===== src/rtl/dmem_pkg.sv =====
// dmem_pkg: shared length encodings, FSM states and defaults for the data-memory arbiter
package dmem_pkg;
  localparam int DEF_MEM_BYTES = 100;
  localparam logic [1:0] LEN_NONE = 2'b00;
  localparam logic [1:0] LEN_BYTE = 2'b01;
  localparam logic [1:0] LEN_HALF = 2'b10;
  localparam logic [1:0] LEN_WORD = 2'b11;
  typedef enum logic [1:0] {IDLE, BUSY, DONE} state_t;
  function automatic logic [2:0] len_bytes(input logic [1:0] len);
    return len == LEN_WORD ? 3'd4 : len == LEN_HALF ? 3'd2 : len == LEN_BYTE ? 3'd1 : 3'd0;
  endfunction
endpackage


===== src/rtl/dmem_rr_arbiter.sv =====
// dmem_rr_arbiter: two-requester round-robin, one-hot grant; last=1 means P1 was granted last
module dmem_rr_arbiter (
  input  logic [1:0] req,
  input  logic       last,
  output logic [1:0] grant
);
  always_comb grant = req == 2'b11 ? (last ? 2'b01 : 2'b10) : req;
endmodule


===== src/rtl/dmem_arbiter.sv =====
// dmem_arbiter: two-port front end sharing one data memory, one access per three cycles
module dmem_arbiter
  import dmem_pkg::*;
#(
  parameter int MEM_BYTES = DEF_MEM_BYTES,
  parameter int ADDR_W    = 32
) (
  input  logic              SYS_clk,
  input  logic              SYS_reset_n,
  input  logic              P0_req,
  input  logic              P0_we,
  input  logic [1:0]        P0_length,
  input  logic              P0_signed,
  input  logic [ADDR_W-1:0] P0_addr,
  input  logic [ADDR_W-1:0] P0_wdata,
  output logic              P0_ack,
  output logic [ADDR_W-1:0] P0_rdata,
  output logic              P0_err,
  input  logic              P1_req,
  input  logic              P1_we,
  input  logic [1:0]        P1_length,
  input  logic              P1_signed,
  input  logic [ADDR_W-1:0] P1_addr,
  input  logic [ADDR_W-1:0] P1_wdata,
  output logic              P1_ack,
  output logic [ADDR_W-1:0] P1_rdata,
  output logic              P1_err,
  output logic [1:0]        MEM_read_length,
  output logic [1:0]        MEM_write_length,
  output logic              MEM_read_signed,
  output logic [ADDR_W-1:0] MEM_read_address,
  output logic [ADDR_W-1:0] MEM_write_address,
  output logic [ADDR_W-1:0] MEM_write_data,
  input  logic [ADDR_W-1:0] MEM_read_data
);
  state_t state;
  logic last, l_idx, l_we, l_err;
  logic [1:0] grant;
  logic win, w_we, w_sgn, w_err, go, wr, rd, done0, done1;
  logic [1:0] w_len;
  logic [ADDR_W-1:0] w_addr, w_wdata, rdata;
  logic [ADDR_W:0] w_end;
  dmem_rr_arbiter u_rr (.req({P1_req, P0_req}), .last(last), .grant(grant));
  // rd/wr launch the memory cycle from IDLE so MEM_* is live exactly during BUSY
  always_comb begin
    win     = grant[1];
    w_we    = win ? P1_we : P0_we;
    w_len   = win ? P1_length : P0_length;
    w_sgn   = win ? P1_signed : P0_signed;
    w_addr  = win ? P1_addr : P0_addr;
    w_wdata = win ? P1_wdata : P0_wdata;
    w_end   = {1'b0, w_addr} + (ADDR_W+1)'(len_bytes(w_len));
    w_err   = w_len == LEN_NONE || (w_len == LEN_HALF && w_addr[0]) ||
              (w_len == LEN_WORD && w_addr[1:0] != 2'b00) || w_end > (ADDR_W+1)'(MEM_BYTES);
    go      = state == IDLE && |grant;
    wr      = go && !w_err && w_we;
    rd      = go && !w_err && !w_we;
    done0   = state == BUSY && !l_idx;
    done1   = state == BUSY && l_idx;
    rdata   = !l_we && !l_err ? MEM_read_data : '0;
  end
  always_ff @(posedge SYS_clk or negedge SYS_reset_n)
    if (!SYS_reset_n) begin
      state             <= IDLE;
      last              <= 1'b1;
      l_idx             <= 1'b0;
      l_we              <= 1'b0;
      l_err             <= 1'b0;
      MEM_write_length  <= LEN_NONE;
      MEM_write_address <= '0;
      MEM_write_data    <= '0;
      MEM_read_length   <= LEN_NONE;
      MEM_read_signed   <= 1'b0;
      MEM_read_address  <= '0;
      P0_ack            <= 1'b0;
      P1_ack            <= 1'b0;
      P0_err            <= 1'b0;
      P1_err            <= 1'b0;
      P0_rdata          <= '0;
      P1_rdata          <= '0;
    end else begin
      state <= state == IDLE ? (go ? BUSY : IDLE) : state == BUSY ? DONE : IDLE;
      if (go) begin
        last  <= win;
        l_idx <= win;
        l_we  <= w_we;
        l_err <= w_err;
      end
      MEM_write_length  <= wr ? w_len : LEN_NONE;
      MEM_write_address <= wr ? w_addr : '0;
      MEM_write_data    <= wr ? w_wdata : '0;
      MEM_read_length   <= rd ? w_len : LEN_NONE;
      MEM_read_signed   <= rd && w_sgn;
      MEM_read_address  <= rd ? w_addr : '0;
      P0_ack            <= done0;
      P1_ack            <= done1;
      P0_err            <= done0 && l_err;
      P1_err            <= done1 && l_err;
      P0_rdata          <= done0 ? rdata : '0;
      P1_rdata          <= done1 ? rdata : '0;
    end
endmodule

===== config.mk =====
export PLATFORM = sky130hd
export DESIGN_NAME = dmem_arbiter
export DESIGN_NICKNAME = d
export VERILOG_FILES = /design/src/rtl/dmem_pkg.sv /design/src/rtl/dmem_rr_arbiter.sv /design/src/rtl/dmem_arbiter.sv
export SDC_FILE = /design/constraint.sdc
export NUM_CORES = 1
export LEC_CHECK = 0
export ABC_AREA = 1
export CAP_MARGIN = 15
export CORE_MARGIN = 2
export CORE_UTILIZATION = 30
export CTS_BUF_LIST = sky130_fd_sc_hd__clkbuf_8
export DETAILED_ROUTE_END_ITERATION = 12
export DONT_BUFFER_PORTS = 1
export GPL_TIMING_DRIVEN = 1
export HOLD_SLACK_MARGIN = 0.12
export PLACE_DENSITY = 0.42
export SLEW_MARGIN = 40
export SYNTH_ARGS = -nofsm -noshare
export SYNTH_HDL_FRONTEND = slang
export SYNTH_SLANG_ARGS = --single-unit

===== constraint.sdc =====
create_clock -name SYS_clk -period 8.4 [get_ports SYS_clk]
set_input_delay 1.68 -clock SYS_clk [delete_from_list [all_inputs] [get_ports SYS_clk]]
set_output_delay 1.68 -clock SYS_clk [all_outputs]
set_load 0.05 [all_outputs]

# Yosys cells after proc, flatten, opt, wreduce, memory -nomap -nowiden
# Cells that the tools add are included.
[word_totals]
reg_bits = 175
input_bits = 172
output_inout_bits = 169
elab_cells = 69
[op_classes]
addsub = 1
order_cmp = 1
n_eq_ne = 5
muxes = 21
reduce_logical = 24
[ops]
columns = ["op", "count"]
rows = [
  ["32-bit two-way mux", 8],
  ["32-bit by 3-bit adder with 33-bit output", 1],
  ["33-bit by 7-bit greater-than comparator with 1-bit output (second input constant)", 1],
  ["2-bit two-way mux", 8],
  ["1-bit logical AND", 12],
  ["2-bit equality test (second input constant)", 3],
  ["1-bit logical NOT", 5],
  ["2-bit by 1-bit equality test with 1-bit output (second input constant)", 2],
  ["2-bit logical NOT", 2],
  ["1-bit two-way mux", 4],
  ["1-bit logical OR", 3],
  ["3-bit two-way mux", 1],
  ["2-bit nonzero test", 1],
  ["2-bit OR reduction", 1],
]

# Longest topological paths before layout
# Gate-level depths: netlist of the first run.
[logic_depth]
word_depth = 14
ltp_mapped = 23
ltp_nobuf = 22

# Modules after synthesis
# A second synthesis of the first run with hierarchy kept.
[unflattened]
hier_cells = 851
hier_area_um2 = 7671.1
[by_module_without_submodules]
columns = ["module", "n_inst", "cells_per_inst", "area_each_um2", "seq_area_each_um2"]
rows = [
  ["dmem_arbiter", 1, 846, 7649.8, 4380.5],
  ["dmem_rr_arbiter", 1, 5, 21.3, 0.0],
]

# Worst setup path before layout of the first run
# No wires, ideal clock.
[synth_path]
path_type = "input port to flip-flop"
startpoint = "input P0_req"
endpoint = "register MEM_write_address[0]"
setup_time_ns = 0.070
arrival_ns = 4.426
required_ns = 8.330
path_slack_ns = 3.903
path_stages = 22
n_path_buf = 3
path_cell_list = "nand2_4 nand2_4 buf_6 buf_2 o21ai_0 inv_1 ha_1 fa_1 inv_1 nand2_2 nand3_1 nor2_1 nand2_1 nand2_1 nor2_1 nand2_1 nor2_1 nand2_1 nor2_2 nand4_4 buf_6 nor2_2"
[synth_via]
elab_chain_cells = 14
elab_cells_between_ends = 26
cone_classes = "add/sub: 1; order compare: 1; eq/ne: 4; mux: 8; reduce/logical: 12"
[synth_rtl]
columns = ["element", "line_no", "source"]
rows = [
  ["start: declaration", "dmem_arbiter.sv:10", "input logic P0_req,"],
  ["2-bit equality test", "dmem_rr_arbiter.sv:7", "always_comb grant = req == 2'b11 ? (last ? 2'b01 : 2'b10) : req;"],
  ["2-bit two-way mux *", "dmem_rr_arbiter.sv:7", ""],
  ["2-bit two-way mux", "dmem_arbiter.sv:48", "w_len = win ? P1_length : P0_length;"],
  ["2-bit by 1-bit equality test with 1-bit output", "dmem_pkg.sv:10", "return len == LEN_WORD ? 3'd4 : len == LEN_HALF ? 3'd2 : len == LEN_BYTE ? 3'd1 : 3'd0;"],
  ["1-bit two-way mux", "dmem_pkg.sv:10", ""],
  ["2-bit two-way mux", "dmem_pkg.sv:10", ""],
  ["3-bit two-way mux", "dmem_pkg.sv:10", ""],
  ["32-bit by 3-bit adder with 33-bit output", "dmem_arbiter.sv:52", "w_end = {1'b0, w_addr} + (ADDR_W+1)'(len_bytes(w_len));"],
  ["33-bit by 7-bit greater-than comparator with 1-bit output", "dmem_arbiter.sv:54", "(w_len == LEN_WORD && w_addr[1:0] != 2'b00) || w_end > (ADDR_W+1)'(MEM_BYTES);"],
  ["1-bit logical OR", "dmem_arbiter.sv:54", ""],
  ["1-bit logical NOT", "dmem_arbiter.sv:56", "wr = go && !w_err && w_we;"],
  ["1-bit logical AND (2 in series)", "dmem_arbiter.sv:56", ""],
  ["32-bit two-way mux *", "dmem_arbiter.sv:90", "MEM_write_address <= wr ? w_addr : '0;"],
  ["end signal: assignment", "dmem_arbiter.sv:90", ""],
  ["end: declaration", "dmem_arbiter.sv:32", "output logic [ADDR_W-1:0] MEM_write_address,"],
]
# Mark *: on every way between the ends. The rest lies on a longest branch, timed or not.
# A chain may end at the register's enable or synchronous reset.

# Worst setup path in the final report of the first run
[layout_path]
startpoint = "input P0_req"
endpoint = "register MEM_read_address[0]"
[layout_via]
elab_chain_cells = 14
elab_cells_between_ends = 27
cone_classes = "add/sub: 1; order compare: 1; eq/ne: 4; mux: 8; reduce/logical: 13"
[layout_rtl]
columns = ["element", "line_no", "source"]
rows = [
  ["2-bit equality test", "dmem_rr_arbiter.sv:7", ""],
  ["2-bit two-way mux *", "dmem_rr_arbiter.sv:7", ""],
  ["2-bit two-way mux", "dmem_arbiter.sv:48", ""],
  ["2-bit by 1-bit equality test with 1-bit output", "dmem_pkg.sv:10", ""],
  ["1-bit two-way mux", "dmem_pkg.sv:10", ""],
  ["2-bit two-way mux", "dmem_pkg.sv:10", ""],
  ["3-bit two-way mux", "dmem_pkg.sv:10", ""],
  ["32-bit by 3-bit adder with 33-bit output", "dmem_arbiter.sv:52", ""],
  ["33-bit by 7-bit greater-than comparator with 1-bit output", "dmem_arbiter.sv:54", ""],
  ["1-bit logical OR", "dmem_arbiter.sv:54", ""],
  ["1-bit logical NOT", "dmem_arbiter.sv:57", "rd = go && !w_err && !w_we;"],
  ["1-bit logical AND (2 in series)", "dmem_arbiter.sv:57", ""],
  ["32-bit two-way mux *", "dmem_arbiter.sv:94", "MEM_read_address <= rd ? w_addr : '0;"],
  ["end signal: assignment", "dmem_arbiter.sv:94", ""],
  ["end: declaration", "dmem_arbiter.sv:31", "output logic [ADDR_W-1:0] MEM_read_address,"],
]
# Marks and branches as above.

==> results of run 1 <==
state kept, by name, summed over array words and instances (netlist names):
| signal | count |
|---|---|
| MEM_write_data | 32 |
| MEM_read_length | 2 |
| P1_ack | 1 |
| l_err | 1 |
| P0_ack | 1 |
| P0_err | 1 |
| P1_rdata | 32 |
| l_idx | 1 |
| last | 1 |
| MEM_write_address | 32 |
| MEM_read_address | 32 |
| MEM_read_signed | 1 |
| P0_rdata | 32 |
| state | 2 |
| MEM_write_length | 2 |
| l_we | 1 |
| P1_err | 1 |
cells by family after synthesis:
kind of cell	share of synthesized area, %
AND/OR/NAND/NOR	27.5
flip-flops	56.9
buffers and inverters	8.01
AO/OA/AOI/OAI	2.65
multiplexers	4.29
adder cells (fa/ha/maj)	0.585
other	0.0487
XOR/XNOR	0.114
metal layers:
metal	up-vias	global-route usage [%]
met5	-	0
met1	2561	19.7
li1	2675	-
met2	216	28.0
met4	0	5.66
met3	21	3.61
through the flow:
step	power, mW	area (um2)	setup WS, ps	utilization [%]	hold WS (ps)
6_report	1.90	8590	3350	34.1	467
5_1_grt	2.01	8590	2820	34.1	490
4_1_cts	1.93	8590	3290	34.1	469
3_5_place_dp	1.34	8180	2810	32.5	445
3_3_place_gp	1.34	8140	2680	32.3	453
2_1_floorplan	1.25	7880	3900	-	425
worst reg2reg max path, delay by kind of cell, from the launching register on:
kind                     cells  cell delay, ps
AND/OR/NAND/NOR             13            2820
flip-flops                   1             580
adder cells (fa/ha/maj)      1             350
buffers and inverters        1             280
AO/OA/AOI/OAI                2             260
cells in the mapped netlist, drive strengths merged:
| master | n | area (um2) |
|---|---|---|
| a21o | 1 | 7.51 |
| a21oi | 4 | 23.8 |
| a31o | 1 | 8.76 |
| a31oi | 1 | 6.26 |
| and2 | 1 | 6.26 |
| buf | 20 | 151 |
| clkbuf | 12 | 45.0 |
| conb | 1 | 3.75 |
| dfrtp | 174 | 4350 |
| dfstp | 1 | 26.3 |
| fa | 1 | 20.0 |
| ha | 2 | 25.0 |
| inv | 112 | 420 |
| mux2i | 33 | 330 |
| nand2 | 193 | 754 |
| nand3 | 36 | 185 |
| nand3b | 12 | 90.1 |
| nand4 | 10 | 77.6 |
| nor2 | 125 | 594 |
| nor3 | 72 | 377 |
| nor3b | 1 | 12.5 |
| o211ai | 1 | 7.51 |
| o21a | 1 | 7.51 |
| o21ai | 24 | 128 |
| o21bai | 2 | 15.0 |
| or2 | 3 | 18.8 |
| xor2 | 1 | 8.76 |
placed cells by master (no fill, tap or decap), drive strengths merged, types with 2 or more instances in the layout:
cell	instances
a21oi	4
buf	7
clkbuf	17
clkinv	8
conb	48
dfrtp	174
ha	2
inv	119
mux2i	33
nand2	193
nand3	36
nand3b	12
nand4	10
nor2	125
nor3	72
o21ai	24
o21bai	2
or2	3
area by class of cell:
class                           count  area, um2
Fill cell                        2569      16600
Inverter                          112        420
Multi-Input combinational cell    573       2880
Clock inverter                     15        171
Timing Repair Buffer                7       85.1
Tap cell                          330        413
Clock buffer                       17        234
Sequential cell                   175       4380
final timing paths:
| kind | cells after the start | to | start |
|---|---|---|---|
| setup / recovery | 19 | MEM_read_address[0] | P0_req |
| hold / removal | 1 | state[1] | state[1] |
| setup reg to reg | 17 | MEM_read_address[0] | last |
| hold reg to reg | 1 | state[1] | state[1] |
| max in group asynchronous | 0 | last | SYS_reset_n |
| min in group asynchronous | 0 | MEM_read_address[10] | SYS_reset_n |
power groups by stage:
stage          registers (mW)  logic (mW)  clock network [mW]
3_5_place_dp            0.978       0.361                   0
4_1_cts                 0.962       0.362               0.604
5_1_grt                 0.965       0.406               0.640
6_report                0.961       0.358               0.579
2_1_floorplan           0.971       0.274                   0
3_3_place_gp            0.978       0.364                   0
==> flow_summary_export.csv, run 1 <==
group,metric,value,unit
status,status,"complete, no violations",
layout,instances_no_fill,1229,
cts,cts_repair_resize_count,0,
place,placedCellCount,1197,
timing,relSlewSlack,52.1,%
drt,drc,0,
setup_path,cp.required,8750,ps
yosys,syn_area_per_cell,9.12,um2
timing,fin_tns_setup,0,ps
timing,fin_crit_sh,60.1,%
layout,syn_to_final_growth,11.5,%
power,pwr-share-clk,30.5,%
drt,ant_nets,0,
drt,wl_met1,9110,um
power,p_leak,4.46,nW
place,numPortBuffers,0,
timing,setup_viol,0,
setup_path,start_kind,"primary input",
drt,drt_wl_total,22200,um
power,netSwitchingFraction,36.9,%
yosys,ys_ff_latch,175,
die,core.rowCount,58,
yosys,synth_area,7700,um2
cts,cts.clk_slew.worst_paths,100,ps
grt,grt.total_usage,16.2,%
cts,numCtsBuffers,17,
layout,nNetsFinal,1061,
setup_path,r2r_setup_slack,4030,ps
setup_path,crit_buf_inv,2,
cts,post_cts_buffers,0,
power,p_int,1.20,mW
drt,dr.max_layer_used,"met4",
timing,finalMaxSlewViolations,0,
setup_path,cp_top_family,"simple AND/OR/NAND/NOR gates",
cts,cts.path.max_buffers,2,
timing,fmax,0.198,GHz
drt,dr_wl_met2,11100,um
yosys,yosysWarningCount,0,
setup_path,endpoint_kind,"flop",
die,dieArea,27000,um2
yosys,ys_seq_area_share,56.9,%
setup_path,crit_path_cell_trace,"nand2_4 > nand2_4 > o21ai_0 > inv_1 > ha_1 > fa_1 > inv_1 > nand2_2 > nand3_1 > nor2_2 > nand2_1 > nand3_1 > nor2_1 > nand2_1 > nor2_1 > nand2_1 > nor2_2 > nand4_1 > nor2_1",
setup_path,slowest_delay,560,ps
cts,postCtsHoldBufs,0,
die,io_pins,341,
die,die_h,164,um
grt,grt_pass1_wl,32700,um
timing,worstMarginPinSlew,711,ps
power,power.density,221,nW/um2
drt,wl_per_cell,18.0,um
place,dp_hpwl,16900,um
grt,antenna_found_initial,0,
layout,num_antenna_cells,0,
yosys,postSynthCellCount,845,
drt,dr_wl_met3,1500,um
die,fp.dieW,164,um
yosys,synthDistinctLibCells,42,
timing,rsz0062_at_grt,"false",
timing,min_period,5050,ps
cts,htreeDepth,4,
power,pwr-share-seq,50.6,%
die,fp.coreArea,25200,um2
grt,grt_max_degree,176,
setup_path,worstSetupPathType,"primary input to flop",
setup_path,critPathSlowestCell,"o21ai_0",
grt,first_global_vias,5448,
cts,clock_latency,460,ps
cts,cts_root_buf,"clkbuf_8",
grt,overflow,0,
flow_run,maxCapViolations,0,
setup_path,worstPathMaxFanout,57,
drt,firstDrtPassIters,6,
place,routabilityCongestion,0.887,
power,ir_drop,0.0984,mV
drt,via_count,5473,
setup_path,critPathArrivalTime,5400,ps
drt,drt_iter0_drc,375,
worst_hold_path,hold_class,"flop to flop",
timing,hold_violations,0,
cts,cts_tree,"built",
cts,cts_sinks,175,
power,combPwrFrac,18.9,%
power,netSwitchingPower,0.700,mW
layout,drive_above_1_share,12.3,%
die,initial_core_util,30.6,%
drt,avgViaCountPerCell,4.45,
timing,fin_skew,30.2,ps
No activity file was read; power rests on OpenSTA's default activity.
==> inputs of run 2 (changes only) <==
- clock period: 8.4 -> 4.85 ns (I/O delays scaled with it)
==> run 2 against run 1 <==
Count of clock-buffer cells in the layout stayed put. Highest routed layer unchanged. Final area hardly changed. Clock skew is 5.8 ps lower. Non-clock buffer count is 3 higher. Register-to-register slack worse by 3100 ps. Sequential power is 73% higher. Largest power group unchanged. Power is 73% higher. Hold slack worse by 270 ps. Critical endpoint is now MEM_write_data[11]. Final cell count is 0.24% higher. Clock power is 73% higher.
==> flow_summary_export.csv, run 2 (same netlist as run 1, synthesis figures left out) <==
group,metric,value,unit
setup_path,r2r_start,"last",
timing,hold_violations,0,
timing,relSlewSlack,53.5,%
worst_hold_path,hold_class,"primary input to asynchronous set/reset pin",
setup_path,worstSetupPathType,"flop to flop",
place,routabilityCongestion,0.846,
grt,grt_pass1_wl,32800,um
setup_path,endpoint_kind,"flop",
cts,numCtsBuffers,17,
setup_path,r2r_setup_slack,970,ps
timing,fin_hold_ws,197,ps
place,dpl_cell_area,8190,um2
die,io_pins,341,
status,status,"complete, no violations",
power,netSwitchingFraction,36.8,%
grt,grt_max_degree,176,
drt,ant_nets,0,
power,netSwitchingPower,1.21,mW
timing,fin_crit_sh,80.0,%
grt,antenna_found_initial,1,
drt,avgViaCountPerCell,4.45,
timing,setup_slack,968,ps
drt,drc,0,
timing,finalMaxSlewViolations,0,
cts,postCtsHoldBufs,0,
power,combPwrFrac,19.1,%
setup_path,critPathLaunch,"last",
cts,cts_root_buf,"clkbuf_8",
die,die_h,164,um
setup_path,crit_path_cell_trace,"nand2_4 > nand2_4 > buf_4 > nand2_1 > nand2_1 > inv_2 > nand2_2 > nand2_2 > nand2_2 > nand4_1 > nor2_1 > nand2_1 > a21oi_1 > nand2_1 > nor2_2 > nand4_4 > buf_12 > nor2_2",
setup_path,critPathSlowestCell,"dfstp_2",
cts,cts.path.max_buffers,2,
grt,grt_use_met2,28.8,%
cts,post_cts_buffers,0,
timing,setup_viol,0,
layout,syn_to_final_growth,11.5,%
layout,fin_area,8590,um2
die,dieArea,27000,um2
timing,fin_skew,24.4,ps
timing,rsz0062_at_grt,"false",
timing,fin_tns_setup,0,ps
layout,drive_above_1_share,12.7,%
drt,drt_wl_total,22500,um
grt,grt_busiest_layer,"met2",
power,p_int,2.08,mW
layout,nNetsFinal,1064,
cts,cts_sinks,175,
drt,wl_per_cell,18.2,um
layout,final_cell_mix,"185 x nand2_1, 174 x dfrtp_1, 108 x inv_1",
power,p_leak,4.47,nW
layout,final_common_cell,"nand2_1",
power,pwr-share-clk,30.4,%
die,core.rowCount,58,
power,pwr-share-seq,50.5,%
cts,cts.clk_slew.worst_paths,110,ps
layout,fin_util,34.1,%
setup_path,worst-r2r-cell-count,18,
place,placedCellCount,1200,
layout,num_antenna_cells,0,
setup_path,critPathArrivalTime,4270,ps
setup_path,slowest_delay,570,ps
die,initial_core_util,30.6,%
grt,met3_usage,4.12,%
drt,drt_iter0_drc,413,
power,ir_drop,0.176,mV
cts,cts_repair_resize_count,0,
cts,cts_tree,"built",
layout,instances_no_fill,1232,
setup_path,cpMostUsedCell,"nand2_1",
place,dp_hpwl,17200,um
die,fp.dieW,164,um
setup_path,crit_buf_inv,3,
grt,grt.met1_usage,19.5,%
setup_path,cp_top_family,"simple AND/OR/NAND/NOR gates",
power,power.density,383,nW/um2
grt,first_global_vias,5484,
setup_path,reg2reg_to,"MEM_write_data[11]",
setup_path,worstPathMaxFanout,50,
flow_run,maxCapViolations,0,
timing,min_period,3880,ps
cts,clock_latency,460,ps
setup_path,cp.required,5230,ps
place,numPortBuffers,0,
grt,grt.total_usage,16.3,%
place,dp_worst_setup_slack,576,ps
drt,via_count,5481,
cts,htreeDepth,4,
timing,worstMarginPinSlew,690,ps
die,fp.coreArea,25200,um2
drt,firstDrtPassIters,7,
timing,fmax,0.258,GHz
setup_path,start_kind,"flop",
power,power,3.29,mW
grt,overflow,0,
## run 2: cell count changes in the layout (fill, tap and decap cells not counted)
| cell | delta |
|---|---|
| buf_16 | -1 |
| buf_4 | +4 |
| clkinv_2 | +1 |
| inv_1 | -1 |
## run 2: worst max-delay path by stage
stage          slack [ps]  cells after the start              endpoint
2_1_floorplan        1060                     22  MEM_write_address[0]
3_3_place_gp          670                     18    MEM_write_data[31]
3_5_place_dp          580                     22    MEM_write_data[11]
4_1_cts               950                     18    MEM_write_data[11]
5_1_grt               530                     20    MEM_write_data[11]
6_report              970                     18    MEM_write_data[11]
## run 2: metal layers
layer  routed length, um  share of wire [%]
met5                   0                  0
met2               11500                 51
met3                1690                7.5
met1                9010                 40
met4                 297                1.3
## run 2: power by group through the flow
stage	Clock [mW]	Combinational (mW)	Sequential, mW
after CTS	1.04	0.639	1.66
after detailed placement	0	0.636	1.69
after global placement	0	0.639	1.69
final	0.999	0.630	1.66
after floorplan	0	0.475	1.68
after global routing	1.10	0.714	1.67
## run 2: area by class of cell
type	instances	area [um2]
well taps	330	413
clock buffers	17	234
clock inverters	15	173
multi-input cells	573	2880
flip-flops and latches	175	4380
repair buffers	10	87.6
fillers	2586	16600
inverters	112	420
==> inputs of run 3 (changes only) <==
- PLACE_DENSITY: 0.42 -> 0.43
- clock period: 4.85 -> 3.5 ns (I/O delays scaled with it)
==> run 3 against run 2 <==
The flow now finishes with violations (hold timing). Wire length grew 1.9%. Largest power group unchanged. Clock skew increased by 5.1 ps. Clock power up 40%. Count of clock-buffer cells in the layout rose by 1. Sequential share of layout area is 1.6 points lower. Final cell count is 2.1% higher. Non-clock buffer count up 25.
==> flow_summary_export.csv, run 3 (same netlist as run 1, synthesis figures left out) <==
group,metric,value,unit
layout,regArea,4380,um2
die,initial_core_util,30.6,%
place,routabilityCongestion,0.956,
status,violations,"hold timing",
drt,ant_nets,0,
layout,multi_input_area,2970,um2
drt,firstDrtPassIters,6,
cts,cts_tree,"built",
power,p_leak,4.59,nW
worst_hold_path,hold_class,"primary input to asynchronous set/reset pin",
setup_path,critPathArrivalTime,3680,ps
grt,grt.total_usage,16.5,%
grt,grt_busiest_layer,"met2",
layout,final_cell_mix,"181 x nand2_1, 174 x dfrtp_1, 107 x inv_1",
layout,num_antenna_cells,0,
cts,clock_latency,460,ps
timing,fin_crit_sh,94.0,%
drt,drt_iter0_drc,418,
timing,setup_viol,0,
timing,fmax,0.304,GHz
die,core.rowCount,58,
die,io_pins,341,
grt,antenna_found_initial,0,
layout,syn_to_final_growth,15.2,%
timing,relSlewSlack,57.6,%
setup_path,r2r_setup_slack,210,ps
cts,htreeDepth,4,
timing,fin_skew,29.5,ps
layout,n_fill_cell,2575,
layout,instances_no_fill,1258,
drt,wl_per_cell,18.2,um
power,ir_drop,0.221,mV
setup_path,worstSetupPathType,"flop to flop",
die,fp.coreArea,25200,um2
die,fp.dieW,164,um
timing,fin_hold_ws,-71.4,ps
timing,rsz0062_at_grt,"true",
grt,grt_pass1_wl,33200,um
layout,drive_above_1_share,17.2,%
layout,final_common_cell,"nand2_1",
place,dp_hpwl,17500,um
setup_path,worst-r2r-cell-count,19,
layout,fin_util,35.2,%
setup_path,crit_buf_inv,2,
grt,grt_use_met2,28.7,%
cts,cts_root_buf,"clkbuf_8",
grt,met3_usage,3.43,%
timing,setup_slack,212,ps
setup_path,worstPathMaxFanout,9,
timing,fin_tns_setup,0,ps
setup_path,cp.required,3890,ps
layout,nNetsFinal,1090,
grt,grt_max_degree,176,
place,placedCellCount,1223,
timing,hold_violations,174,
cts,cts.clk_slew.worst_paths,110,ps
setup_path,r2r_start,"last",
drt,drc,0,
timing,worstMarginPinSlew,634,ps
setup_path,critPathSlowestCell,"dfstp_2",
timing,finalMaxSlewViolations,0,
setup_path,slowest_delay,570,ps
die,die_h,164,um
place,numPortBuffers,0,
grt,first_global_vias,5597,
drt,avgViaCountPerCell,4.48,
die,dieArea,27000,um2
cts,cts.path.max_buffers,2,
flow_run,maxCapViolations,0,
place,dp_worst_setup_slack,-31.5,ps
setup_path,reg2reg_to,"MEM_read_address[7]",
timing,min_period,3290,ps
drt,drt_wl_total,22900,um
drt,via_count,5642,
status,status,"complete, but fails checks",
cts,cts_sinks,175,
power,power.density,525,nW/um2
cts,numCtsBuffers,17,
setup_path,cp_top_family,"simple AND/OR/NAND/NOR gates",
grt,grt.met1_usage,20.3,%
setup_path,endpoint_kind,"flop",
setup_path,start_kind,"flop",
setup_path,crit_path_cell_trace,"nand2_4 > nand2_8 > nand2_1 > nand2_2 > buf_4 > nor2_2 > ha_1 > a21o_1 > nand2_2 > nand2_2 > nand4_1 > nor2_2 > nand2_1 > a21oi_1 > nand2_1 > nor2_2 > nand4_1 > buf_4 > nor2_1",
grt,overflow,0,
[run 3: timing repair]
action,in CTS,in global routing
setup endpoints to repair,0,52
hold endpoints to repair,175,175
gates resized for setup,0,24
buffers inserted,0,1
[run 3: area by class of cell]
class / count / area share (%)
Tap cell: 330 / 4.65
Sequential cell: 175 / 49.4
Inverter: 112 / 4.74
Timing Repair Buffer: 35 / 3.14
Clock buffer: 18 / 2.79
Clock inverter: 14 / 1.85
Multi-Input combinational cell: 574 / 33.5
[run 3: worst reg2reg max path, cell delays in order, from the launching register on]
cell and delay, ps:
dfstp_2 570, nand2_4 100, nand2_8 90, nand2_1 60, nand2_2 70, buf_4 130
nor2_2 50, ha_1 270, a21o_1 120, nand2_2 70, nand2_2 170, nand4_1 200
nor2_2 200, nand2_1 100, a21oi_1 200, nand2_1 90, nor2_2 180, nand4_1 200
buf_4 230, nor2_1 110
[run 3: worst max path at each step]
stage | from | to | depth (start not counted)
floorplan | P0_req | MEM_write_data[10] | 22
global placement | P0_req | MEM_write_length[1] | 21
detailed placement | P0_req | MEM_write_data[31] | 22
CTS | last | MEM_write_length[1] | 21
global route | last | MEM_read_address[6] | 19
finish | last | MEM_read_address[7] | 19
[run 3: power by group]
part           switching (mW)  internal [mW]
Combinational           0.655          0.297
Clock                   0.839          0.561
Sequential              0.207           2.10
[run 3: stage by stage]
stage	cell area, um2	hold WS, ps	power (mW)
finish	8870	-71.4	4.66
global route	8870	-126	4.93
CTS	8770	-110	4.69
detailed placement	8360	408	3.27
global placement	8360	408	3.28
floorplan	7880	404	2.99
[run 3: per-layer routing]
metal  up-vias  part of all wire (%)  wire (um)
met1      2650                    40       9220
met2       233                    51      11700
met5         -                     0          0
li1       2729                     -          -
met4         0                   1.8        422
met3        30                   6.9       1580
